$ cat config.mk
export PLATFORM = sky130hd
export DESIGN_NAME = open_fifo_mwnr_flopped
export DESIGN_NICKNAME = d
export VERILOG_FILES = /design/src/rtl/open_fifo_mwnr_flopped.sv
export SDC_FILE = /design/constraint.sdc
export NUM_CORES = 1
export LEC_CHECK = 0
export CORE_AREA = 2 2 267 269
export CTS_CLUSTER_SIZE = 10
export DETAILED_ROUTE_END_ITERATION = 6
export DIE_AREA = 0 0 269 271
export PLACE_DENSITY = 0.8
export SKIP_LAST_GASP = 1
export SYNTH_ARGS = -nofsm -noshare
export SYNTH_HDL_FRONTEND = slang
export SYNTH_SLANG_ARGS = --single-unit
$ cat constraint.sdc
create_clock -name clk -period 5.9 [get_ports clk]
set_clock_uncertainty 0.05 [all_clocks]
set_input_delay 1.475 -clock clk [delete_from_list [all_inputs] [get_ports clk]]
set_output_delay 1.475 -clock clk [all_outputs]
set_load 0.01 [all_outputs]
$ cat src/rtl/open_fifo_mwnr_flopped.sv
// Multi-write / multi-read in-order FIFO with flopped storage and an open view of every slot.
// Accepts up to NW contiguous pushes and serves up to NR contiguous pops per cycle.
module open_fifo_mwnr_flopped #(
    parameter int DWIDTH   = 32,
    parameter int DEPTH    = 16,
    parameter int NW       = 2,
    parameter int NR       = 2,
    parameter int AFULL_TH = 2
) (
    input  logic                         clk,
    input  logic                         rst,
    input  logic                         flush,
    input  logic [NW-1:0]                push,
    input  logic [NW*DWIDTH-1:0]         push_data,
    output logic                         push_accept,
    input  logic [NR-1:0]                pop,
    output logic [NR*DWIDTH-1:0]         pop_data,
    output logic [NR-1:0]                pop_valid,
    output logic [$clog2(DEPTH+1)-1:0]   count,
    output logic                         full,
    output logic                         empty,
    output logic                         almost_full,
    output logic [DEPTH*DWIDTH-1:0]      open_data,
    output logic [DEPTH-1:0]             open_valid,
    output logic [$clog2(DEPTH)-1:0]     rd_ptr,
    output logic                         err_ovf,
    output logic                         err_udf
);

    localparam int AW = $clog2(DEPTH);
    localparam int CW = $clog2(DEPTH+1);
    localparam logic [CW-1:0] DEPTH_C = CW'(DEPTH);
    localparam logic [CW-1:0] AFULL_C = CW'(AFULL_TH);

    logic [DWIDTH-1:0] mem [DEPTH];
    logic [AW-1:0]     wr_ptr;

    logic [CW-1:0] npush;
    logic [CW-1:0] npop;
    logic [CW-1:0] free_slots;
    logic [CW-1:0] add_n;
    logic [CW-1:0] sub_n;
    logic [CW-1:0] count_nxt;
    logic          push_therm;
    logic          pop_therm;
    logic          push_ok;
    logic          pop_ok;

    function automatic logic [CW-1:0] ones_w(input logic [NW-1:0] m);
        logic [CW-1:0] n;
        n = '0;
        for (int i = 0; i < NW; i++) n = n + CW'(m[i]);
        return n;
    endfunction

    function automatic logic [CW-1:0] ones_r(input logic [NR-1:0] m);
        logic [CW-1:0] n;
        n = '0;
        for (int i = 0; i < NR; i++) n = n + CW'(m[i]);
        return n;
    endfunction

    function automatic logic therm_w(input logic [NW-1:0] m);
        for (int i = 1; i < NW; i++)
            if (m[i] && !m[i-1]) return 1'b0;
        return 1'b1;
    endfunction

    function automatic logic therm_r(input logic [NR-1:0] m);
        for (int i = 1; i < NR; i++)
            if (m[i] && !m[i-1]) return 1'b0;
        return 1'b1;
    endfunction

    // Admission uses the pre-pop occupancy: same-cycle pops never make room.
    always_comb begin
        npush      = ones_w(push);
        npop       = ones_r(pop);
        push_therm = therm_w(push);
        pop_therm  = therm_r(pop);
        free_slots = DEPTH_C - count;
        push_ok    = push_therm && (npush <= free_slots);
        pop_ok     = pop_therm && (npop <= count);
        add_n      = push_ok ? npush : '0;
        sub_n      = pop_ok ? npop : '0;
        count_nxt  = count + add_n - sub_n;
    end

    assign push_accept = push_ok;

    always_ff @(posedge clk) begin
        if (rst) begin
            wr_ptr  <= '0;
            rd_ptr  <= '0;
            count   <= '0;
            err_ovf <= 1'b0;
            err_udf <= 1'b0;
        end else if (flush) begin
            wr_ptr <= '0;
            rd_ptr <= '0;
            count  <= '0;
        end else begin
            if (push_ok) wr_ptr <= wr_ptr + AW'(npush);
            if (pop_ok)  rd_ptr <= rd_ptr + AW'(npop);
            count <= count_nxt;
            if ((|push) && !push_ok)      err_ovf <= 1'b1;
            if (!pop_ok || !push_therm)   err_udf <= 1'b1;
        end
    end

    // Storage is data-only: never reset, written only on an accepted push.
    always_ff @(posedge clk) begin
        if (!rst && !flush && push_ok) begin
            for (int i = 0; i < NW; i++)
                if (push[i]) mem[wr_ptr + AW'(i)] <= push_data[i*DWIDTH +: DWIDTH];
        end
    end

    for (genvar g = 0; g < NR; g++) begin : g_pop
        assign pop_data[g*DWIDTH +: DWIDTH] = mem[rd_ptr + AW'(g)];
        assign pop_valid[g]                 = count > CW'(g);
    end

    for (genvar j = 0; j < DEPTH; j++) begin : g_open
        logic [AW-1:0] off;
        assign off                           = AW'(j) - rd_ptr;
        assign open_valid[j]                 = CW'(off) < count;
        assign open_data[j*DWIDTH +: DWIDTH] = mem[j];
    end

    assign full        = (count == DEPTH_C);
    assign empty       = (count == '0);
    assign almost_full = (free_slots < AFULL_C);

endmodule

# --- Word level (Yosys, flattened, before mapping) ---
# Memory sizes are Yosys's and may differ from the RTL's. A register that Yosys moved wholly into a read port is not among the register bits.
# Cells that the tools add are included.
word_totals:
  latch_bits: 0
  mem_bits_rw: 512
  memories: 1
  register_bits: 15
  rom_bits: 0
  in_bits: 71
memory_table:
  columns: ["name", "depth", "word_bits", "read_ports", "rd_ports_with_merged_regs", "write_ports", "line", "text"]
  rows:
  - ["mem", 16, 32, 18, 1, 2, "35", "logic [DWIDTH-1:0] mem [DEPTH];"]
op_classes:
  n_mux: 16
  n_eq_ne: 1
  n_div: 0
  add_sub_neg: 25
  magnitude_cmp: 21
  n_bitwise: 1
  n_shift: 0
  multipliers: 0
  n_reduce_logical: 20
op_table:
  columns: ["cell", "n"]
  rows:
  - ["$lt 4x5->1", 16]
  - ["$sub 4x4->4 const A", 8]
  - ["$sub 3x4->4 const A", 4]
  - ["$mux 1", 12]
  - ["$gt 5x1->1 const B", 2]
  - ["$le 2x5->1", 2]
  - ["$add 4x1->4 const B", 2]
  - ["$add 4x2->4", 2]
  - ["$mux 4", 2]
  - ["$sub 1x4->4 const A", 2]
  - ["$sub 2x4->4 const A", 2]
  - ["$logic_and 1x1->1", 7]
  - ["$logic_not 1->1", 7]
  - ["$add 5x2->5", 1]
  - ["$eq 5x5->1 const B", 1]
  - ["$logic_not 5->1", 1]
  - ["$lt 5x2->1 const B", 1]
  - ["$sub 5x2->5", 1]
  - ["$sub 5x5->5 const A", 1]
  - ["$add 1x1->2", 2]
  - ["$mux 2", 2]
  - ["$reduce_and 2->1", 2]
  - ["$reduce_or 2->1", 2]
  - ["$logic_or 1x1->1", 1]
  - ["$not 1->1", 1]

# --- Depth between registers and ports, before layout ---
# Gate-level depths: netlist of run 1.
depth:
  depth_word: 8
  mapped_depth: 21
  depth_no_buf: 19

# --- Worst setup path after synthesis of run 1 ---
# OpenSTA, ideal clock, no wires.
synth_path:
  path_type: "input to register"
  start: "in push[0]"
  end: "mem mem[8][0], enable pin"
  slack_ns: 0.434
  cell_stages: 7
  arrival_time_ns: 4.950
  setup_time_ns: 0.466
  cell_sequence: "ha_1 -> ha_1 -> nor2b_1 -> o211a_1 -> o21ai_1 -> nand4_1 -> o21ai_0"
synth_rtl:
  columns: ["element", "line", "text"]
  rows:
  - ["start: declaration", "13", "input logic [NW-1:0] push,"]
  - ["end: declaration", "35", null]

# --- Worst setup path after layout of run 1 ---
layout_path:
  start: "reg rd_ptr[1]"
  end: "out pop_data[42]"
layout_between:
  elab_chain_cells: 2
layout_lines:
  columns: ["element", "line", "text"]
  rows:
  - ["start: declaration", "25", "output logic [$clog2(DEPTH)-1:0] rd_ptr,"]
  - ["start signal: assignment", "104", "if (pop_ok) rd_ptr <= rd_ptr + AW'(npop);"]
  - ["$add 4x1->4", "120", "assign pop_data[g*DWIDTH +: DWIDTH] = mem[rd_ptr + AW'(g)];"]
  - ["$mem_v2 16x32", null, null]
  - ["end: declaration", "17", "output logic [NR*DWIDTH-1:0] pop_data,"]
# No other way between the ends.

==> results.toml, run 1 <==
[outcome]
status = "complete, no violations"

[die]
core_area_mm2 = 0.0698
die_w_um = 269
ios = 680
dieHeight_um = 271
fp.dieArea_mm2 = 0.0729
start_util_pct = 46.0
num_rows = 97

[drt]
first_pass_iters = 5
avgRoutedWirePerCell_um = 35.5
routed_wl_um = 122000
drtAntennaViolNets = 0
drc_errors = 0
drt-initial-drc-count = 2702
avgViaCountPerCell = 6.66
via_count = 22900

[placement]
gp_congestion = 0.906
port_buffers = 679
dp.cells = 3355
pre_cts_ws_ns = 0.546
hpwl_um = 81200

[final_layout]
final_common_cell = "clkdlybuf4s50_1"
final_cell_mix = "clkdlybuf4s50_1 (679), edfxtp_1 (512), mux2_2 (468), mux4_2 (320), clkbuf_16 (61)"
fin_nets = 2611
areaGrowthSynthToFinish_pct = 29.9
drive_gt1_share_pct = 39.1
fin_cells = 3438

[synth]
synth_cell_types = 50
synth-edff-count = 512
ys.flop_type = "edfxtp_1"
syn_area_mm2 = 0.0321
synth_seq_cells = 531
yosysSeqAreaShare_pct = 49.1
yosysWarnings = 0
async_flop_share_pct = 0
synth_area_per_cell_um2 = 17.2
synthesis.instances = 1863
synth_fp_nets = 1996

[worst_setup_path]
worst_ep_required_time_ns = 4.38
worstReg2RegStart = "count[1]"
end_kind = "output pin"
critical_path_class = "reg -> out"
regToRegSetupSlack_ns = 1.75
rr_worst_depth = 11
arrival_ns = 3.96
cp_max_fo = 28
r2r-end = "mem[5][4]"
startpoint_type = "flop"

[timing]
tightestPinTransition_ns = 1.23
hold_viol = 0
fin_crit_sh_pct = 93.0
layout_setup_ws_ns = 0.410
slew_viol_final = 0
finalSetupViolations = 0
timing.slew.headroom_pct = 18.2
rsz0062_at_grt = "no"
totalNegativeSetupSlack_ns = 0
fmax_ghz = 0.182
finalCriticalPeriod_ns = 5.49

[clock_network]
cts_setup_buffers = 0
max-clock-path-buffers = 3
cts-root-buf = "clkbuf_16"
worstSkewPairLatency_ns = 0.62
clkTransAtPathRegs_ns = 0.06
cts_tree = "built"
cts.sinks = 531
postCtsHoldBufs = 0
htree_levels = 2
cts-buffers-inserted = 61
ctsResizeCount = 0

[pwr]
cellPowerDensity_mw_per_mm2 = 264
irDropWorstVdd_mv = 0.259
total_power_uw = 11000
p_leak_uw = 0.0134

[global_routing]
grt_max_degree = 88
grt_usage_pct = 33.0
grt_remaining_overflow = 0
grt_pass1_vias = 23400
grt_pass1_wl_um = 172000
antenna_found_initial = 2

[hold_path]
min_path_cells = 2
hold_path_class = "reg -> reg"
hold_end = "err_udf"
min-delay-start = "err_udf"

[job]
maxCapViolCount = 0
## flip-flops by register name, summed over array words and instances, names as in the netlist, named ones only
name     cells
count        5
err_ovf      1
err_udf      1
mem        512
rd_ptr       4
wr_ptr       4
## area by class of cell
type	instances	area [um2]
Antenna cell	1	2.50
Tap cell	940	1180
Timing Repair Buffer	753	7560
Fill cell	5104	28100
Clock inverter	9	106
Sequential cell	531	15800
Multi-Input combinational cell	1093	15300
Clock buffer	73	1580
Inverter	38	143
## per-layer routing
layer  global-route usage (%)  up-vias  part of all wire (%)  routed length (um)
li1                         -     8863                     -                   -
met4                     14.9        2                   4.9                5940
met3                     9.58      355                    12               14000
met5                        0        -                0.0090                  11
met1                     40.3    11900                    35               42300
met2                     54.3     1807                    49               59700
## kinds of logic (layout without fill, tap and decap cells)
family / count (synthesis) / count (layout) / share of synthesized area (%)
AO/OA/AOI/OAI: 65 / 65 / 1.33
XOR/XNOR: 14 / 14 / 0.382
adder cells (fa/ha/maj): 62 / 62 / 2.49
buffers and inverters: 239 / 873 / 3.62
flip-flops: 531 / 531 / 49.1
multiplexers: 836 / 836 / 40.6
other: 0 / 1 / 0
AND/OR/NAND/NOR: 116 / 116 / 2.48
## worst max-delay path by stage
stage                   start      endpoint  slack, ns
floorplan             push[0]     mem[8][0]       0.43
global placement      push[1]   push_accept       0.55
detailed placement    push[1]   push_accept       0.55
CTS                 rd_ptr[1]  pop_data[42]       0.42
global route        rd_ptr[1]  pop_data[60]       0.29
finish              rd_ptr[1]  pop_data[42]       0.41
## power by group
| group | leakage (uW) | internal, uW | total [uW] | switching, uW |
|---|---|---|---|---|
| sequential | 0.00477 | 4210 | 4340 | 133 |
| clock | 0.000818 | 1940 | 3430 | 1490 |
| combinational | 0.00786 | 1740 | 3200 | 1470 |
| total | 0.0134 | 7890 | 11000 | 3090 |
## per-stage QoR
step | utilization, % | instance area (um2) | hold slack [ns]
2_1_floorplan | - | 32100 | 0.413
3_3_place_gp | 57.3 | 40000 | 0.392
3_5_place_dp | 57.3 | 40000 | 0.391
4_1_cts | 59.7 | 41600 | 0.400
5_1_grt | 59.7 | 41700 | 0.421
6_report | 59.7 | 41700 | 0.396
## synthesized netlist by cell type, drive strengths merged, types with 2 or more instances
cell / count / area (um2)
edfxtp: 512 / 15400
mux2: 512 / 5770
mux4: 320 / 7210
clkbuf: 118 / 443
buf: 83 / 577
ha: 59 / 738
inv: 38 / 143
nand2: 37 / 144
a21o: 26 / 195
nor2: 26 / 100
dfxtp: 19 / 380
o21ai: 15 / 75.1
a21oi: 14 / 70.1
xnor2: 10 / 87.6
nor4b: 9 / 199
nor4: 6 / 113
nand3: 5 / 25.0
or3: 5 / 31.3
mux2i: 4 / 40.0
nand2b: 4 / 25.0
nor2b: 4 / 25.0
nor3: 4 / 20.0
or2: 4 / 25.0
or4: 4 / 30.0
xor2: 4 / 35.0
fa: 3 / 60.1
and2: 2 / 12.5
nand3b: 2 / 15.0
nor3b: 2 / 15.0
## critical path, stage by stage, from the launching register on
cell             delay (ns)
dfxtp_1                0.57
inv_1                  0.26
ha_4                   0.69
buf_4                  0.42
mux4_2                 0.37
mux4_2                 0.51
clkdlybuf4s50_1        0.50
Note: power is estimated with default switching activity, not from simulation.
==> inputs of run 2 (changes only) <==
REMOVE_ABC_BUFFERS = 1   (was default)
SKIP_LAST_GASP = default   (was 1)
==> run 2 against run 1 <==
Compared with the run above: utilization is 0.11 points higher; critical path depth unchanged; design area increased by 0.19%; combinational power barely moved; power rose by 0.65%; first-iteration DRC count grew 3.9%; fmax grew 0.53%; sequential cell count unchanged; clock power increased by 1%; register-to-register slack improved by 0.13 ns; non-clock buffer count is 7 higher; largest cell class unchanged; largest power group unchanged.
==> results.toml, run 2 (same netlist as run 1, synthesis figures left out) <==
[die]
die_w_um = 269
fp.dieArea_mm2 = 0.0729
start_util_pct = 46.0
num_rows = 97
core_area_mm2 = 0.0698
ios = 680
dieHeight_um = 271

[job]
maxCapViolCount = 0

[global_routing]
grt_pass1_wl_um = 175000
grt_remaining_overflow = 0
antenna_found_initial = 4
grt_max_degree = 76
grt_usage_pct = 33.8
grt_pass1_vias = 23300

[outcome]
status = "complete, no violations"

[clock_network]
cts.sinks = 531
cts_tree = "built"
htree_levels = 2
cts-root-buf = "clkbuf_16"
max-clock-path-buffers = 3
cts-buffers-inserted = 61
cts_setup_buffers = 0
postCtsHoldBufs = 0
clkTransAtPathRegs_ns = 0.06
ctsResizeCount = 0
worstSkewPairLatency_ns = 0.62

[worst_setup_path]
critical_path.most_common_cell = "mux4_2"
rr_worst_depth = 10
r2r-end = "mem[5][21]"
cp_slowest_stage_delay_ns = 0.57
crit_end = "pop_data[53]"
end_kind = "output pin"
arrival_ns = 3.94
path_cells = "inv_1 > ha_4 > buf_12 > mux4_2 > mux4_2 > clkdlybuf4s50_1"
setup.worst_path.start = "rd_ptr[1]"
worst_ep_required_time_ns = 4.38
regToRegSetupSlack_ns = 1.88
startpoint_type = "flop"
critical_path_class = "reg -> out"
worstReg2RegStart = "count[3]"
worst_path_max_delay_cell = "dfxtp_1"
cp_max_fo = 65

[timing]
fmax_ghz = 0.183
fin_crit_sh_pct = 92.6
finalSetupViolations = 0
slew_viol_final = 0
tightestPinTransition_ns = 1.16
rsz0062_at_grt = "no"
holdWs_ns = 0.401
timing.slew.headroom_pct = 22.9
finalCriticalPeriod_ns = 5.46
hold_viol = 0

[drt]
routed_wl_um = 125000
drtAntennaViolNets = 0
avgViaCountPerCell = 6.70
first_pass_iters = 5
drc_errors = 0
via_count = 23100
avgRoutedWirePerCell_um = 36.3
drt-initial-drc-count = 2807

[final_layout]
largest_register_ffs = 512
reg.largest.list = "mem x512, count x5"
areaGrowthSynthToFinish_pct = 30.1
drive_gt1_share_pct = 39.3
fill_cells = 5158
final_common_cell = "clkdlybuf4s50_1"
design_area_mm2 = 0.0417
final_cell_mix = "clkdlybuf4s50_1 (679), edfxtp_1 (512), mux2_2 (468), mux4_2 (320), buf_4 (67)"
regMostFlops = "mem"
fin_nets = 2618

[hold_path]
hold_path_class = "reg -> reg"
min_path_cells = 2

[placement]
port_buffers = 679
gp_congestion = 0.913
hpwl_um = 83500
placed_area_mm2 = 0.0400

[pwr]
cellPowerDensity_mw_per_mm2 = 265
p_leak_uw = 0.0135
irDropWorstVdd_mv = 0.291
-- run 2: stage by stage --
| stage | worst slack (ns) | util (%) | power (uW) | std cells | TNS (ns) |
|---|---|---|---|---|---|
| final | 0.439 | 59.8 | 11100 | 3450 | 0 |
| after global placement | 0.540 | 57.3 | 7540 | 3362 | 0 |
| after global routing | 0.333 | 59.8 | 11400 | 3448 | 0 |
| after detailed placement | 0.522 | 57.3 | 7620 | 3362 | 0 |
| after floorplan | -5.78 | - | 6530 | 1662 | -312.57 |
| after CTS | 0.429 | 59.8 | 11100 | 3445 | 0 |
-- run 2: final cells by class --
class                           instances  area [um2]  share of cell area [%]
Sequential cell                       531       15800                    37.8
Timing Repair Buffer                  760        7580                    18.2
Clock inverter                          9         145                   0.348
Tap cell                              940        1180                    2.82
Clock buffer                           74        1600                    3.83
Antenna cell                            5        12.5                  0.0300
Inverter                               38         143                   0.342
Multi-Input combinational cell       1093       15300                    36.7
-- run 2: per-layer routing --
layer | GRT usage [%] | vias to the layer above | wire length (um)
met4 | 14.6 | 0 | 6180
met5 | 0 | - | 0
li1 | - | 8888 | -
met2 | 54.0 | 1882 | 59600
met1 | 42.9 | 12000 | 43900
met3 | 9.67 | 345 | 15700
-- run 2: worst max-delay path, delay by kind of cell (launching register included) --
kind                       cells  cell delay [ns]
DFF                            1             0.57
muxes                          2             0.95
adders and majority gates      1             0.55
buffers and inverters          3             1.17
-- run 2: how the worst min path moves through the flow --
stage	from	end	slack, ns
2_1_floorplan	err_udf	err_udf	0.41
3_3_place_gp	err_udf	err_udf	0.39
3_5_place_dp	err_udf	err_udf	0.39
4_1_cts	err_udf	err_udf	0.41
5_1_grt	err_udf	err_udf	0.46
6_report	err_udf	err_udf	0.40
-- run 2: power by group --
part	leakage [uW]	switching [uW]	internal [uW]	total, uW
combinational	0.00789	1490	1730	3230
sequential	0.00477	131	4210	4340
clock	0.000845	1480	2000	3480
